## config.mk

```make
export PLATFORM = sky130hd
export DESIGN_NAME = wrap_unit_counter_flat
export DESIGN_NICKNAME = d
export VERILOG_FILES = /design/src/rtl/wrap_unit_counter_pkg.sv /design/src/rtl/wrap_unit_counter_if.sv /design/src/rtl/wrap_unit_counter_key_repeater.sv /design/src/rtl/wrap_unit_counter.sv /design/src/flat_wrapper.sv
export SDC_FILE = /design/constraint.sdc
export NUM_CORES = 1
export LEC_CHECK = 0
export BUFFER_PORTS_ARGS = -buffer_cell sky130_fd_sc_hd__buf_2
export CAP_MARGIN = 25
export CORE_MARGIN = 5
export CORE_UTILIZATION = 42
export DETAILED_ROUTE_END_ITERATION = 8
export GPL_TIMING_DRIVEN = 0
export SYNTH_ARGS = -nofsm -noshare
export SYNTH_HDL_FRONTEND = slang
export SYNTH_SLANG_ARGS = --single-unit
```

## constraint.sdc

```tcl
create_clock -name clk -period 2.8 [get_ports clk]
set_input_delay 0.56 -clock clk [delete_from_list [all_inputs] [get_ports clk]]
set_output_delay 0.56 -clock clk [all_outputs]
set_load 0.005 [all_outputs]
```

## src/rtl/wrap_unit_counter_pkg.sv

```systemverilog
// Shared definitions for the wrap-around field counter: screen and edit
// position codes, key polarity and the key auto-repeat FSM states.
package wrap_unit_counter_pkg;

    typedef enum logic [1:0] {
        SCR_TIME  = 2'd0,
        SCR_DATE  = 2'd1,
        SCR_ALARM = 2'd2,
        SCR_TZONE = 2'd3
    } screen_e;

    typedef enum logic [2:0] {
        POS_NONE  = 3'd0,
        POS_YEAR  = 3'd1,
        POS_MONTH = 3'd2,
        POS_DAY   = 3'd3,
        POS_HOUR  = 3'd4,
        POS_MIN   = 3'd5,
        POS_SEC   = 3'd6,
        POS_ZONE  = 3'd7
    } edit_pos_e;

    // Keys are active-low and already synchronised to clk.
    localparam logic KEY_ACTIVE = 1'b0;

    typedef enum logic [1:0] {
        KEY_IDLE,
        KEY_STEP,
        KEY_HOLD,
        KEY_REPEAT
    } key_state_e;

endpackage

```

## src/rtl/wrap_unit_counter_if.sv

```systemverilog
// Control/status bundle of one field counter. The controller side (master)
// drives the requests and keys; the counter (slave) returns value and pulses.
interface wrap_unit_counter_if #(
    parameter int WIDTH = 7
);
    logic             tick;
    logic             edit_mode;
    logic [1:0]       screen;
    logic [2:0]       edit_pos;
    logic             key_plus_n;
    logic             key_minus_n;
    logic             over_plus;
    logic             over_minus;
    logic [WIDTH-1:0] lim_in;
    logic [WIDTH-1:0] value;
    logic             tick_out;
    logic             carry_plus;
    logic             carry_minus;

    modport master (
        output tick, edit_mode, screen, edit_pos, key_plus_n, key_minus_n,
               over_plus, over_minus, lim_in,
        input  value, tick_out, carry_plus, carry_minus
    );

    modport slave (
        input  tick, edit_mode, screen, edit_pos, key_plus_n, key_minus_n,
               over_plus, over_minus, lim_in,
        output value, tick_out, carry_plus, carry_minus
    );
endinterface

```

## src/rtl/wrap_unit_counter_key_repeater.sv

```systemverilog
// Key auto-repeat: one step when the key goes down, then after a hold delay
// a step every REPEAT_CYCLES while the key stays down and the field selected.
//
// state      | meaning
// KEY_IDLE   | key released or field not selected; step issued on press
// KEY_STEP   | first step just issued, arm the hold delay
// KEY_HOLD   | waiting HOLD_CYCLES; step and move on at terminal count
// KEY_REPEAT | step at every terminal count, reload REPEAT_CYCLES-1
module wrap_unit_counter_key_repeater
    import wrap_unit_counter_pkg::*;
#(
    parameter int HOLD_CYCLES   = 50,
    parameter int REPEAT_CYCLES = 10
) (
    input  logic clk,
    input  logic reset,
    input  logic key_n_i,
    input  logic sel_i,
    output logic step_o
);
    localparam int CW = $clog2(HOLD_CYCLES + REPEAT_CYCLES + 1);
    localparam logic [CW-1:0] HOLD_LOAD   = CW'(HOLD_CYCLES - 1);
    localparam logic [CW-1:0] REPEAT_LOAD = CW'(REPEAT_CYCLES - 1);

    key_state_e     state_q, state_d;
    logic [CW-1:0]  cnt_q, cnt_d;
    logic           pressed;

    assign pressed = (key_n_i == KEY_ACTIVE) && sel_i;

    // State and down-counter registers.
    always_ff @(posedge clk) begin
        if (reset) begin
            state_q <= KEY_IDLE;
            cnt_q   <= '0;
        end else begin
            state_q <= state_d;
            cnt_q   <= cnt_d;
        end
    end

    // Next state, counter reload/decrement and the step pulse.
    always_comb begin
        state_d = state_q;
        cnt_d   = cnt_q;
        step_o  = 1'b0;
        if (!pressed) begin
            state_d = KEY_IDLE;
            cnt_d   = '0;
        end else begin
            case (state_q)
                KEY_IDLE: begin
                    step_o  = 1'b1;
                    state_d = KEY_STEP;
                end
                KEY_STEP: begin
                    state_d = KEY_HOLD;
                    cnt_d   = HOLD_LOAD;
                end
                KEY_HOLD: begin
                    if (cnt_q == '0) begin
                        step_o  = 1'b1;
                        state_d = KEY_REPEAT;
                        cnt_d   = REPEAT_LOAD;
                    end else begin
                        cnt_d = cnt_q - CW'(1);
                    end
                end
                KEY_REPEAT: begin
                    if (cnt_q == '0) begin
                        step_o = 1'b1;
                        cnt_d  = REPEAT_LOAD;
                    end else begin
                        cnt_d = cnt_q - CW'(1);
                    end
                end
                default: begin
                    state_d = KEY_IDLE;
                    cnt_d   = '0;
                end
            endcase
        end
    end
endmodule

```

## src/rtl/wrap_unit_counter.sv

```systemverilog
// Wrap-around calendar/time field counter with a dynamic upper limit.
// Run-mode ticks, time-zone carries and +/- keys (with auto-repeat) step the
// value; wraps produce one-cycle carry pulses for the next field up.
module wrap_unit_counter
    import wrap_unit_counter_pkg::*;
#(
    parameter int        WIDTH         = 7,
    parameter int        MIN_VAL       = 1,
    parameter int        MAX_VAL       = 12,
    parameter int        RESET_VAL     = 11,
    parameter screen_e   SCREEN_ID     = SCR_DATE,
    parameter edit_pos_e POS_ID        = POS_MONTH,
    parameter int        HOLD_CYCLES   = 50,
    parameter int        REPEAT_CYCLES = 10
) (
    input  logic                 clk,
    input  logic                 reset,
    wrap_unit_counter_if.slave   bus
);
    localparam logic [WIDTH-1:0] MIN_V = WIDTH'(MIN_VAL);
    localparam logic [WIDTH-1:0] MAX_V = WIDTH'(MAX_VAL);
    localparam logic [WIDTH-1:0] RST_V = WIDTH'(RESET_VAL);

    logic [WIDTH-1:0] value_q, value_d;
    logic             tick_out_q, tick_out_d;
    logic             carry_plus_q, carry_plus_d;
    logic             carry_minus_q, carry_minus_d;

    logic [WIDTH-1:0] eff_max, inc_v, dec_v;
    logic             inc_wrap, dec_wrap;
    logic             sel, minus_key_n;
    logic             step_plus, step_minus;

    // Out-of-range limits fall back to the static maximum.
    assign eff_max  = (bus.lim_in < MIN_V || bus.lim_in > MAX_V) ? MAX_V : bus.lim_in;
    assign inc_wrap = (value_q >= eff_max);
    assign dec_wrap = (value_q <= MIN_V);
    assign inc_v    = inc_wrap ? MIN_V : value_q + WIDTH'(1);
    assign dec_v    = dec_wrap ? eff_max : value_q - WIDTH'(1);

    assign sel = bus.edit_mode && (bus.screen == SCREEN_ID) && (bus.edit_pos == POS_ID);

    // With both keys down, + wins: the - repeater sees its key released.
    assign minus_key_n = (bus.key_plus_n == KEY_ACTIVE) ? ~KEY_ACTIVE : bus.key_minus_n;

    wrap_unit_counter_key_repeater #(
        .HOLD_CYCLES   (HOLD_CYCLES),
        .REPEAT_CYCLES (REPEAT_CYCLES)
    ) u_rep_plus (
        .clk     (clk),
        .reset   (reset),
        .key_n_i (bus.key_plus_n),
        .sel_i   (sel),
        .step_o  (step_plus)
    );

    wrap_unit_counter_key_repeater #(
        .HOLD_CYCLES   (HOLD_CYCLES),
        .REPEAT_CYCLES (REPEAT_CYCLES)
    ) u_rep_minus (
        .clk     (clk),
        .reset   (reset),
        .key_n_i (minus_key_n),
        .sel_i   (sel),
        .step_o  (step_minus)
    );

    // Priority mux: tick, time-zone carries, key steps, then run-mode clamp.
    always_comb begin
        value_d       = value_q;
        tick_out_d    = 1'b0;
        carry_plus_d  = 1'b0;
        carry_minus_d = 1'b0;
        if (bus.tick && !bus.edit_mode) begin
            value_d    = inc_v;
            tick_out_d = inc_wrap;
        end else if (bus.edit_mode && bus.over_plus && bus.over_minus) begin
            value_d = value_q;
        end else if (bus.edit_mode && bus.over_plus) begin
            value_d      = inc_v;
            carry_plus_d = inc_wrap;
        end else if (bus.edit_mode && bus.over_minus) begin
            value_d       = dec_v;
            carry_minus_d = dec_wrap;
        end else if (step_plus) begin
            value_d = inc_v;
        end else if (step_minus) begin
            value_d = dec_v;
        end else if (!bus.edit_mode && value_q > eff_max) begin
            value_d = eff_max;
        end
    end

    // Value and pulse registers.
    always_ff @(posedge clk) begin
        if (reset) begin
            value_q       <= RST_V;
            tick_out_q    <= 1'b0;
            carry_plus_q  <= 1'b0;
            carry_minus_q <= 1'b0;
        end else begin
            value_q       <= value_d;
            tick_out_q    <= tick_out_d;
            carry_plus_q  <= carry_plus_d;
            carry_minus_q <= carry_minus_d;
        end
    end

    assign bus.value       = value_q;
    assign bus.tick_out    = tick_out_q;
    assign bus.carry_plus  = carry_plus_q;
    assign bus.carry_minus = carry_minus_q;
endmodule

```

## src/flat_wrapper.sv

```systemverilog
// flat-port wrapper written by rule: the top's interface ports become plain ports
module wrap_unit_counter_flat import wrap_unit_counter_pkg::*;
#(
    parameter int        WIDTH         = 7,
    parameter int        MIN_VAL       = 1,
    parameter int        MAX_VAL       = 12,
    parameter int        RESET_VAL     = 11,
    parameter screen_e   SCREEN_ID     = SCR_DATE,
    parameter edit_pos_e POS_ID        = POS_MONTH,
    parameter int        HOLD_CYCLES   = 50,
    parameter int        REPEAT_CYCLES = 10
)
  (clk, reset, bus_tick, bus_edit_mode, bus_screen, bus_edit_pos, bus_key_plus_n, bus_key_minus_n, bus_over_plus, bus_over_minus, bus_lim_in, bus_value, bus_tick_out, bus_carry_plus, bus_carry_minus);
  wrap_unit_counter_if #(.WIDTH(WIDTH)) bus_i ();
  input  logic clk;
  input  logic reset;
  input wire logic [$bits(bus_i.tick)-1:0] bus_tick;
  input wire logic [$bits(bus_i.edit_mode)-1:0] bus_edit_mode;
  input wire logic [$bits(bus_i.screen)-1:0] bus_screen;
  input wire logic [$bits(bus_i.edit_pos)-1:0] bus_edit_pos;
  input wire logic [$bits(bus_i.key_plus_n)-1:0] bus_key_plus_n;
  input wire logic [$bits(bus_i.key_minus_n)-1:0] bus_key_minus_n;
  input wire logic [$bits(bus_i.over_plus)-1:0] bus_over_plus;
  input wire logic [$bits(bus_i.over_minus)-1:0] bus_over_minus;
  input wire logic [$bits(bus_i.lim_in)-1:0] bus_lim_in;
  output wire logic [$bits(bus_i.value)-1:0] bus_value;
  output wire logic [$bits(bus_i.tick_out)-1:0] bus_tick_out;
  output wire logic [$bits(bus_i.carry_plus)-1:0] bus_carry_plus;
  output wire logic [$bits(bus_i.carry_minus)-1:0] bus_carry_minus;
  assign bus_i.tick = bus_tick;
  assign bus_i.edit_mode = bus_edit_mode;
  assign bus_i.screen = bus_screen;
  assign bus_i.edit_pos = bus_edit_pos;
  assign bus_i.key_plus_n = bus_key_plus_n;
  assign bus_i.key_minus_n = bus_key_minus_n;
  assign bus_i.over_plus = bus_over_plus;
  assign bus_i.over_minus = bus_over_minus;
  assign bus_i.lim_in = bus_lim_in;
  assign bus_value = bus_i.value;
  assign bus_tick_out = bus_i.tick_out;
  assign bus_carry_plus = bus_i.carry_plus;
  assign bus_carry_minus = bus_i.carry_minus;
  wrap_unit_counter #(.WIDTH(WIDTH), .MIN_VAL(MIN_VAL), .MAX_VAL(MAX_VAL), .RESET_VAL(RESET_VAL), .SCREEN_ID(SCREEN_ID), .POS_ID(POS_ID), .HOLD_CYCLES(HOLD_CYCLES), .REPEAT_CYCLES(REPEAT_CYCLES)) u_core (.clk(clk), .reset(reset), .bus(bus_i));
endmodule
```

== Yosys cells after proc, flatten, opt, wreduce, memory -nomap -nowiden ==
Cells that the tools add are included.

* Shift operators: 0
* Eq/ne operators: 11
* $mul: 0
* Order comparisons: 5
* Muxes and demuxes: 25
* Add/sub/neg operators: 4
* Divide/modulo/power cells: 0
* Bitwise logic cells: 7
* Reductions and logical operators: 30

{| class="wikitable"
|+ Operators with widths
! kind !! count
|-
| $mux 7 || 10
|-
| $pmux 6 s2 || 2
|-
| $logic_not 6->1 || 2
|-
| $mux 6 || 2
|-
| $pmux 2 s3 || 2
|-
| $sub 6x1->6 const B || 2
|-
| $reduce_or 2->1 || 5
|-
| $logic_and 1x1->1 || 9
|-
| $eq 2x2->1 const B || 4
|-
| $add 7x1->7 const B || 1
|-
| $ge 7x7->1 || 1
|-
| $gt 7x4->1 const B || 1
|-
| $gt 7x7->1 || 1
|-
| $le 7x1->1 const B || 1
|-
| $lt 7x1->1 const B || 1
|-
| $not 1->1 || 7
|-
| $sub 7x1->7 const B || 1
|-
| $eq 2x1->1 const B || 3
|-
| $reduce_and 2->1 || 3
|-
| $reduce_bool 3->1 || 2
|-
| $reduce_bool 6->1 || 1
|-
| $mux 1 || 5
|-
| $reduce_or 5->1 || 1
|-
| $logic_not 2->1 || 2
|-
| other kinds (9) || 13
|}

* Memories kept: 0
* Latch bits: 0
* Memory bits (read-only): 0
* Memory bits (writable): 0
* Register bits: 26
* Output and inout bits: 10
* Input bits: 20

== Longest topological paths before layout ==
Gate-level depths: netlist of the first run.

* Depth after elaboration: 12
* Mapped depth: 13
* Depth with buffers taken out: 12

== Cells and area by module ==
A second synthesis of the first run with hierarchy kept.

* Cells, all modules: 262
* Area, all modules: 2,103.3 um^2

{| class="wikitable"
|+ Modules (own cells, without submodules)
! module !! area each (um^2) !! times used !! cells an instance
|-
| wrap_unit_counter_key_repeater || 543.0 || 2 || 66
|-
| wrap_unit_counter || 1,017.2 || 1 || 130
|}

== Worst setup path before layout of the first run ==
Ideal clock, no wire load.

* Kind: input -> register
* From: in bus_lim_in[4]
* To: reg u_core.value_q[4] (netlist: u_core.bus.value[4])
* Setup slack: -0.155 ns
* Stages on the path: 12
* Path buffers: 0
* Data arrival time: 2.867 ns
* Setup time: 0.088 ns
* Data required time: 2.712 ns
* Path through: or3_1 -> a21oi_1 -> nand2_1 -> inv_1 -> ha_1 -> nand2b_1 -> a211o_1 -> a21oi_1 -> and2_2 -> a32o_1 -> a21oi_2 -> a311oi_2

* Word-level cells in the longest chain between the ends: 10
* Elaborated cells on any way between the ends: 18

{| class="wikitable"
|+ RTL lines
! item !! line !! text
|-
| start: declaration || flat_wrapper.sv:25 || <nowiki>input wire logic [$bits(bus_i.lim_in)-1:0] bus_lim_in;</nowiki>
|-
| $lt 7x1->1 / $gt 7x4->1 (equally long branches) || wrap_unit_counter.sv:35 || <nowiki>assign eff_max = (bus.lim_in < MIN_V || bus.lim_in > MAX_V) ? MAX_V : bus.lim_in;</nowiki>
|-
| $logic_or 1x1->1 || wrap_unit_counter.sv:35 ||
|-
| $mux 7 (*) || wrap_unit_counter.sv:35 ||
|-
| $ge 7x7->1, or another cell as far along || wrap_unit_counter.sv:36 || <nowiki>assign inc_wrap = (value_q >= eff_max);</nowiki>
|-
| $mux 7, on equally long branches || wrap_unit_counter.sv:38, wrap_unit_counter.sv:87 ||
|-
| $mux 7 || wrap_unit_counter.sv:85 || <nowiki>end else if (step_plus) begin</nowiki>
|-
| $mux 7 || wrap_unit_counter.sv:82 || <nowiki>end else if (bus.edit_mode && bus.over_minus) begin</nowiki>
|-
| $mux 7 || wrap_unit_counter.sv:79 || <nowiki>end else if (bus.edit_mode && bus.over_plus) begin</nowiki>
|-
| $mux 7 || wrap_unit_counter.sv:77 || <nowiki>end else if (bus.edit_mode && bus.over_plus && bus.over_minus) begin</nowiki>
|-
| $mux 7 || wrap_unit_counter.sv:74 || <nowiki>if (bus.tick && !bus.edit_mode) begin</nowiki>
|-
| end signal: assignment || wrap_unit_counter.sv:102 || <nowiki>value_q <= value_d;</nowiki>
|-
| end: declaration || wrap_unit_counter.sv:24 || <nowiki>logic [WIDTH-1:0] value_q, value_d;</nowiki>
|}

Every way passes the cells marked *; elsewhere a longest branch is shown, timed or not. The select of a mux whose other input is x is not followed.
A chain may end at the register's enable or synchronous reset.

== Final worst setup path of the first run ==
Ends and elaborated chain as after synthesis.

==> results of run 1 <==
[how the worst max path moves through the flow]
stage | startpoint | to | slack (ns) | cells past startpoint
after global routing | bus_lim_in[4] | u_core.bus.value[4] | -0.01 | 13
after floorplan | bus_lim_in[4] | u_core.bus.value[4] | 0.003 | 12
after detailed placement | bus_lim_in[4] | u_core.bus.value[4] | -0.29 | 13
after global placement | bus_lim_in[4] | u_core.bus.value[4] | -0.30 | 13
final | bus_lim_in[4] | u_core.bus.value[4] | 0.09 | 13
after CTS | bus_lim_in[4] | u_core.bus.value[2] | -0.02 | 13
[registers in the layout, summed over array words and instances, names as in the netlist]
signal	flops
u_core.bus.value	7
u_core.u_rep_minus.cnt_q	6
u_core.bus.carry_minus	1
u_core.u_rep_minus.state_q	2
u_core.bus.carry_plus	1
u_core.u_rep_plus.cnt_q	6
u_core.u_rep_plus.state_q	2
u_core.bus.tick_out	1
[per-stage QoR]
| step | util | cell area [µm²] | setup slack [ns] |
|---|---|---|---|
| CTS | 0.499 | 2360 | -0.0165 |
| detailed placement | 0.488 | 2300 | -0.294 |
| floorplan | - | 2070 | 0.00255 |
| global route | 0.507 | 2390 | -0.0101 |
| finish | 0.507 | 2390 | 0.0922 |
| global placement | 0.488 | 2300 | -0.298 |
[cell families after synthesis]
kind of cell,synth area share
buf+inv,0.0475
flops,0.254
mux,0.00975
fa+ha+maj,0.134
compound gates,0.279
other cells,0.00183
simple gates,0.274
[cells in the mapped netlist, types with 2 or more instances]
| cell | number |
|---|---|
| nor3_1 | 17 |
| nand2b_1 | 4 |
| dfxtp_1 | 26 |
| o21bai_1 | 3 |
| a21oi_1 | 20 |
| a2111oi_2 | 2 |
| a211o_1 | 2 |
| o21ai_0 | 15 |
| a32o_1 | 2 |
| a21oi_2 | 3 |
| o22ai_1 | 2 |
| nor4_1 | 2 |
| and2_1 | 2 |
| a31oi_1 | 5 |
| clkbuf_1 | 3 |
| buf_6 | 2 |
| nand3_1 | 6 |
| nand4_1 | 4 |
| and2_2 | 2 |
| nand2_1 | 14 |
| nor3_2 | 2 |
| inv_1 | 17 |
| mux2i_1 | 2 |
| nand2_2 | 3 |
| or4_1 | 2 |
| or3_1 | 7 |
| a22oi_1 | 2 |
| a211oi_1 | 5 |
| nor2_1 | 26 |
| ha_1 | 22 |
| a311oi_2 | 3 |
[final cells by class]
cell class / count / share of cell area
multi-input combinational: 207 / 0.620
sequential: 26 / 0.217
timing repair buffer: 30 / 0.0638
tap: 67 / 0.0350
inverter: 17 / 0.0267
clock buffer: 4 / 0.0230
buffer: 5 / 0.0141
[layer usage]
metal / GRT usage / share of wire / routed length, µm
met2: 0.268 / 0.47 / 2290
met5: 0 / 0 / 0
met1: 0.207 / 0.47 / 2290
met3: 0.0282 / 0.045 / 219
met4: 0.0541 / 0.012 / 60
[report_power, final]
| part | internal, mW | leakage, nW | switching, mW |
|---|---|---|---|
| sequential | 0.378 | 0.210 | 0.0191 |
| combinational | 0.0893 | 0.699 | 0.113 |
| clock | 0.126 | 0.0288 | 0.131 |
| total | 0.593 | 0.938 | 0.263 |
[repair_timing]
action	CTS	global route
resized for setup	0	7
setup endpoints to repair	2	7
buffers inserted	0	1
pin swaps	0	3
hold buffers	0	0
==> flow_summary.ini, run 1 <==
[outcome]
outcome = completed

[timing]
fin_worst_skew_ns = 0.00574
worst_pin_slew_ns = 0.597
fin_crit_sh = 0.967
hold_viol_final = 0
slew_headroom = 0.599
worst_hold_slack_ns = 0.472
fmax_mhz = 369
setup-violations-final = 0
finalMaxSlewViolations = 0
fin_tns_setup_ns = 0
min_period_ns = 2.71

[critical_path]
cp_cell_sequence = buf_2 > or3_4 > a21oi_4 > nand2_2 > inv_1 > ha_1 > nand2b_1 > a211o_1 > a21oi_4 > and2_4 > a32o_1 > a21oi_2 > a311oi_2
path_buf_inv = 2
worstReg2RegEnd = u_core.bus.value[6]
start_kind = input port
rr_startpoint = u_core.u_rep_minus.cnt_q[0]
cp_top_family = compound AO/OA/AOI/OAI gates
r2r_cells = 9
worst-r2r-setup-slack_ns = 0.24
cp.arrival_ns = 2.91
cpMostUsedCell = a21oi_4
max_stage_delay_ns = 0.41
cp-end-kind = flop
crit_fanout = 6
crit_type = in2reg
cp.required_ns = 3.00
slowest_stage = or3_4

[global_route]
grt_max_degree = 15
grt_pass1_wl_um = 8250
grt_pass1_vias = 1807
grt_overflow_total = 0
antenna_found_initial = 0
track_usage = 0.161

[hold_path]
min_path_type = in2reg
hold_path_startpoint = bus_over_minus
holdPathStages = 2
min_to = u_core.bus.carry_plus

[cts]
cts_tree = done
cts_root_buffer = clkbuf_8
max-clock-path-buffers = 2
cts_buffers = 3
cts.clk_slew.worst_paths_ns = 0.10
clk_latency_ns = 0.28
clock_sinks = 26
h-tree-depth = 1

[power_and_ir_drop]
cellPowerDensity_nw_per_um2 = 358
p_leak_nw = 0.938
finalPower_uw = 857
vdd_drop_max_mv = 0.150

[logic_synthesis]
synth_edf_count = 0
ys_async_sr_fraction = 0
postSynthCellCount = 253
yosysTopAreaCellShare = 0.254
synth_top_cell_by_area = dfxtp_1
netlist_area_um2 = 2050
synth-seq-area-share = 0.254
synth_ff_type = dfxtp_1
synth.area.top_cells = dfxtp_1, ha_1, a21oi_1
syn_avg_cell_area_um2 = 8.12
synth-seq-cells = 26
synthDistinctLibCells = 57
yosysWarnings = 0

[final_layout]
final.fill_count = 479
drive_gt1_frac = 0.225
diodes = 0
fin_nets = 332
multi_input_area_um2 = 1480
layout_common_cells = buf_2, nor2_1, dfxtp_1
final-seq-area_um2 = 520
final_common_cell = buf_2
layout.cells.non_filler = 356
areaGrowthSynthToFinish_pct = 16.6

[route]
firstDrtPassIters = 4
wl_per_cell_um = 13.7
vias = 1969
route.detailed.drc = 0
vias_per_cell = 5.53
ant_nets = 0
drt-initial-drc-count = 86
routed_wl_um = 4860

[floorplanning]
die_w_um = 79.9
ios = 30
start_util = 0.435
fp.dieH_um = 79.9
dieArea_um2 = 6390
core_area_um2 = 4720
rows = 25

[job]
maxCapViolCount = 0

[place]
hpwl_um = 3780
port_buffers = 29
routabilityCongestion = 0.766
post-place-cells = 351
Note: power is estimated with default switching activity, not from simulation.
==> run 2, diff against run 1 <==
--- a/config.mk
+++ b/config.mk
@@ -5,12 +5,13 @@
 export SDC_FILE = /design/constraint.sdc
 export NUM_CORES = 1
 export LEC_CHECK = 0
-export BUFFER_PORTS_ARGS = -buffer_cell sky130_fd_sc_hd__buf_2
 export CAP_MARGIN = 25
 export CORE_MARGIN = 5
 export CORE_UTILIZATION = 42
 export DETAILED_ROUTE_END_ITERATION = 8
+export DONT_BUFFER_PORTS = 1
 export GPL_TIMING_DRIVEN = 0
+export PLACE_DENSITY_LB_ADDON = 0.25
 export SYNTH_ARGS = -nofsm -noshare
 export SYNTH_HDL_FRONTEND = slang
 export SYNTH_SLANG_ARGS = --single-unit
==> flow_summary.ini, run 2 (synthesis gave the netlist of run 1 again) <==
[power_and_ir_drop]
vdd_drop_max_mv = 0.146
finalPower_uw = 789
p_leak_nw = 0.804
cellPowerDensity_nw_per_um2 = 357

[final_layout]
multi_input_area_um2 = 1470
areaGrowthSynthToFinish_pct = 7.74
largest_register_ffs = 7
diodes = 0
fin_nets = 302
layout_common_cells = nor2_1, dfxtp_1, ha_1
final-seq-area_um2 = 520
layout.cells.non_filler = 325
drive_gt1_frac = 0.128
final.fill_count = 470

[critical_path]
cp.arrival_ns = 2.88
start_kind = input port
crit_type = in2reg
cp.required_ns = 2.99
crit_fanout = 6
cp-end-kind = flop

[place]
post-place-cells = 322
hpwl_um = 3750
port_buffers = 0
place_ws_ns = -0.189
routabilityCongestion = 0.873

[floorplanning]
core_area_um2 = 4720
die_w_um = 79.9
ios = 30
rows = 25
start_util = 0.435
fp.dieH_um = 79.9
dieArea_um2 = 6390

[route]
vias_per_cell = 5.82
routed_wl_um = 4870
firstDrtPassIters = 4
route.detailed.drc = 0
ant_nets = 0
vias = 1891
wl_per_cell_um = 15.0
drt-initial-drc-count = 169

[cts]
clk_latency_ns = 0.27
cts_root_buffer = clkbuf_8
clock_sinks = 26
ctsHoldBuffers = 0
cts.clk_slew.worst_paths_ns = 0.09
cts_tree = done
h-tree-depth = 1
cts_buffers = 3
max-clock-path-buffers = 2

[timing]
min_period_ns = 2.69
fin_crit_sh = 0.960
setup-violations-final = 0
fin_tns_setup_ns = 0
fmax_mhz = 372
setup_slack_ns = 0.113
hold_viol_final = 0
finalMaxSlewViolations = 0
slew_headroom = 0.560
worst_pin_slew_ns = 0.655
worst_hold_slack_ns = 0.356
fin_worst_skew_ns = 0.00545

[job]
maxCapViolCount = 0

[outcome]
outcome = completed

[hold_path]
min_path_type = in2reg

[global_route]
antenna_found_initial = 0
grt_pass1_wl_um = 8050
track_usage = 0.157
grt_max_degree = 14
grt_pass1_vias = 1719
grt_overflow_total = 0
run 2: path summary, 6_finish.rpt:
| check | endpoint | slack, ns | start | cells after the start |
|---|---|---|---|---|
| hold / removal | u_core.bus.tick_out | 0.36 | bus_edit_mode | 1 |
| setup / recovery | u_core.bus.value[4] | 0.11 | bus_lim_in[4] | 12 |
| hold reg to reg | u_core.u_rep_plus.cnt_q[2] | 0.50 | u_core.u_rep_plus.cnt_q[2] | 2 |
| setup reg to reg | u_core.bus.value[4] | 0.22 | u_core.bus.value[0] | 9 |
run 2: final cells by class:
type	instances	area share
Multi-Input combinational cell	207	0.664
Buffer	5	0.0153
Clock buffer	3	0.0187
Inverter	17	0.0288
Sequential cell	26	0.235
Tap cell	67	0.0379
run 2: through the flow:
| stage | util | area, µm² |
|---|---|---|
| after global routing | 0.468 | 2210 |
| after floorplan | - | 2070 |
| after detailed placement | 0.457 | 2160 |
| final | 0.468 | 2210 |
| after CTS | 0.466 | 2200 |
| after global placement | 0.457 | 2160 |
run 2: routing by layer:
metal | GRT usage | vias to the layer above | share of wire
li1 | - | 951 | -
met1 | 0.211 | 878 | 0.47
met2 | 0.248 | 56 | 0.44
met3 | 0.0361 | 6 | 0.068
met4 | 0.0473 | 0 | 0.012
met5 | 0 | - | 0
run 2: timing repair:
| item | 4_1_cts | 5_1_grt |
|---|---|---|
| gates resized for setup | 0 | 3 |
| endpoints found under the hold margin | 0 | 0 |
| buffers inserted | 0 | 0 |
| endpoints found under the setup margin | 0 | 3 |
run 2: critical path, stage by stage:
cell and delay, ns:
or3_4 0.38, a21oi_2 0.13, nand2_1 0.09, inv_1 0.06, ha_1 0.23, nand2b_1 0.14
a211o_1 0.33, a21oi_4 0.25, and2_4 0.23, a32o_1 0.19, a21oi_2 0.06, a311oi_2 0.22
run 2: report_power, final:
part / internal [mW] / switching (mW) / leakage (nW) / total [mW]
clock: 0.0967 / 0.120 / 0.0216 / 0.217
combinational: 0.0732 / 0.0992 / 0.572 / 0.172
sequential: 0.378 / 0.0223 / 0.210 / 0.400
total: 0.548 / 0.242 / 0.804 / 0.789
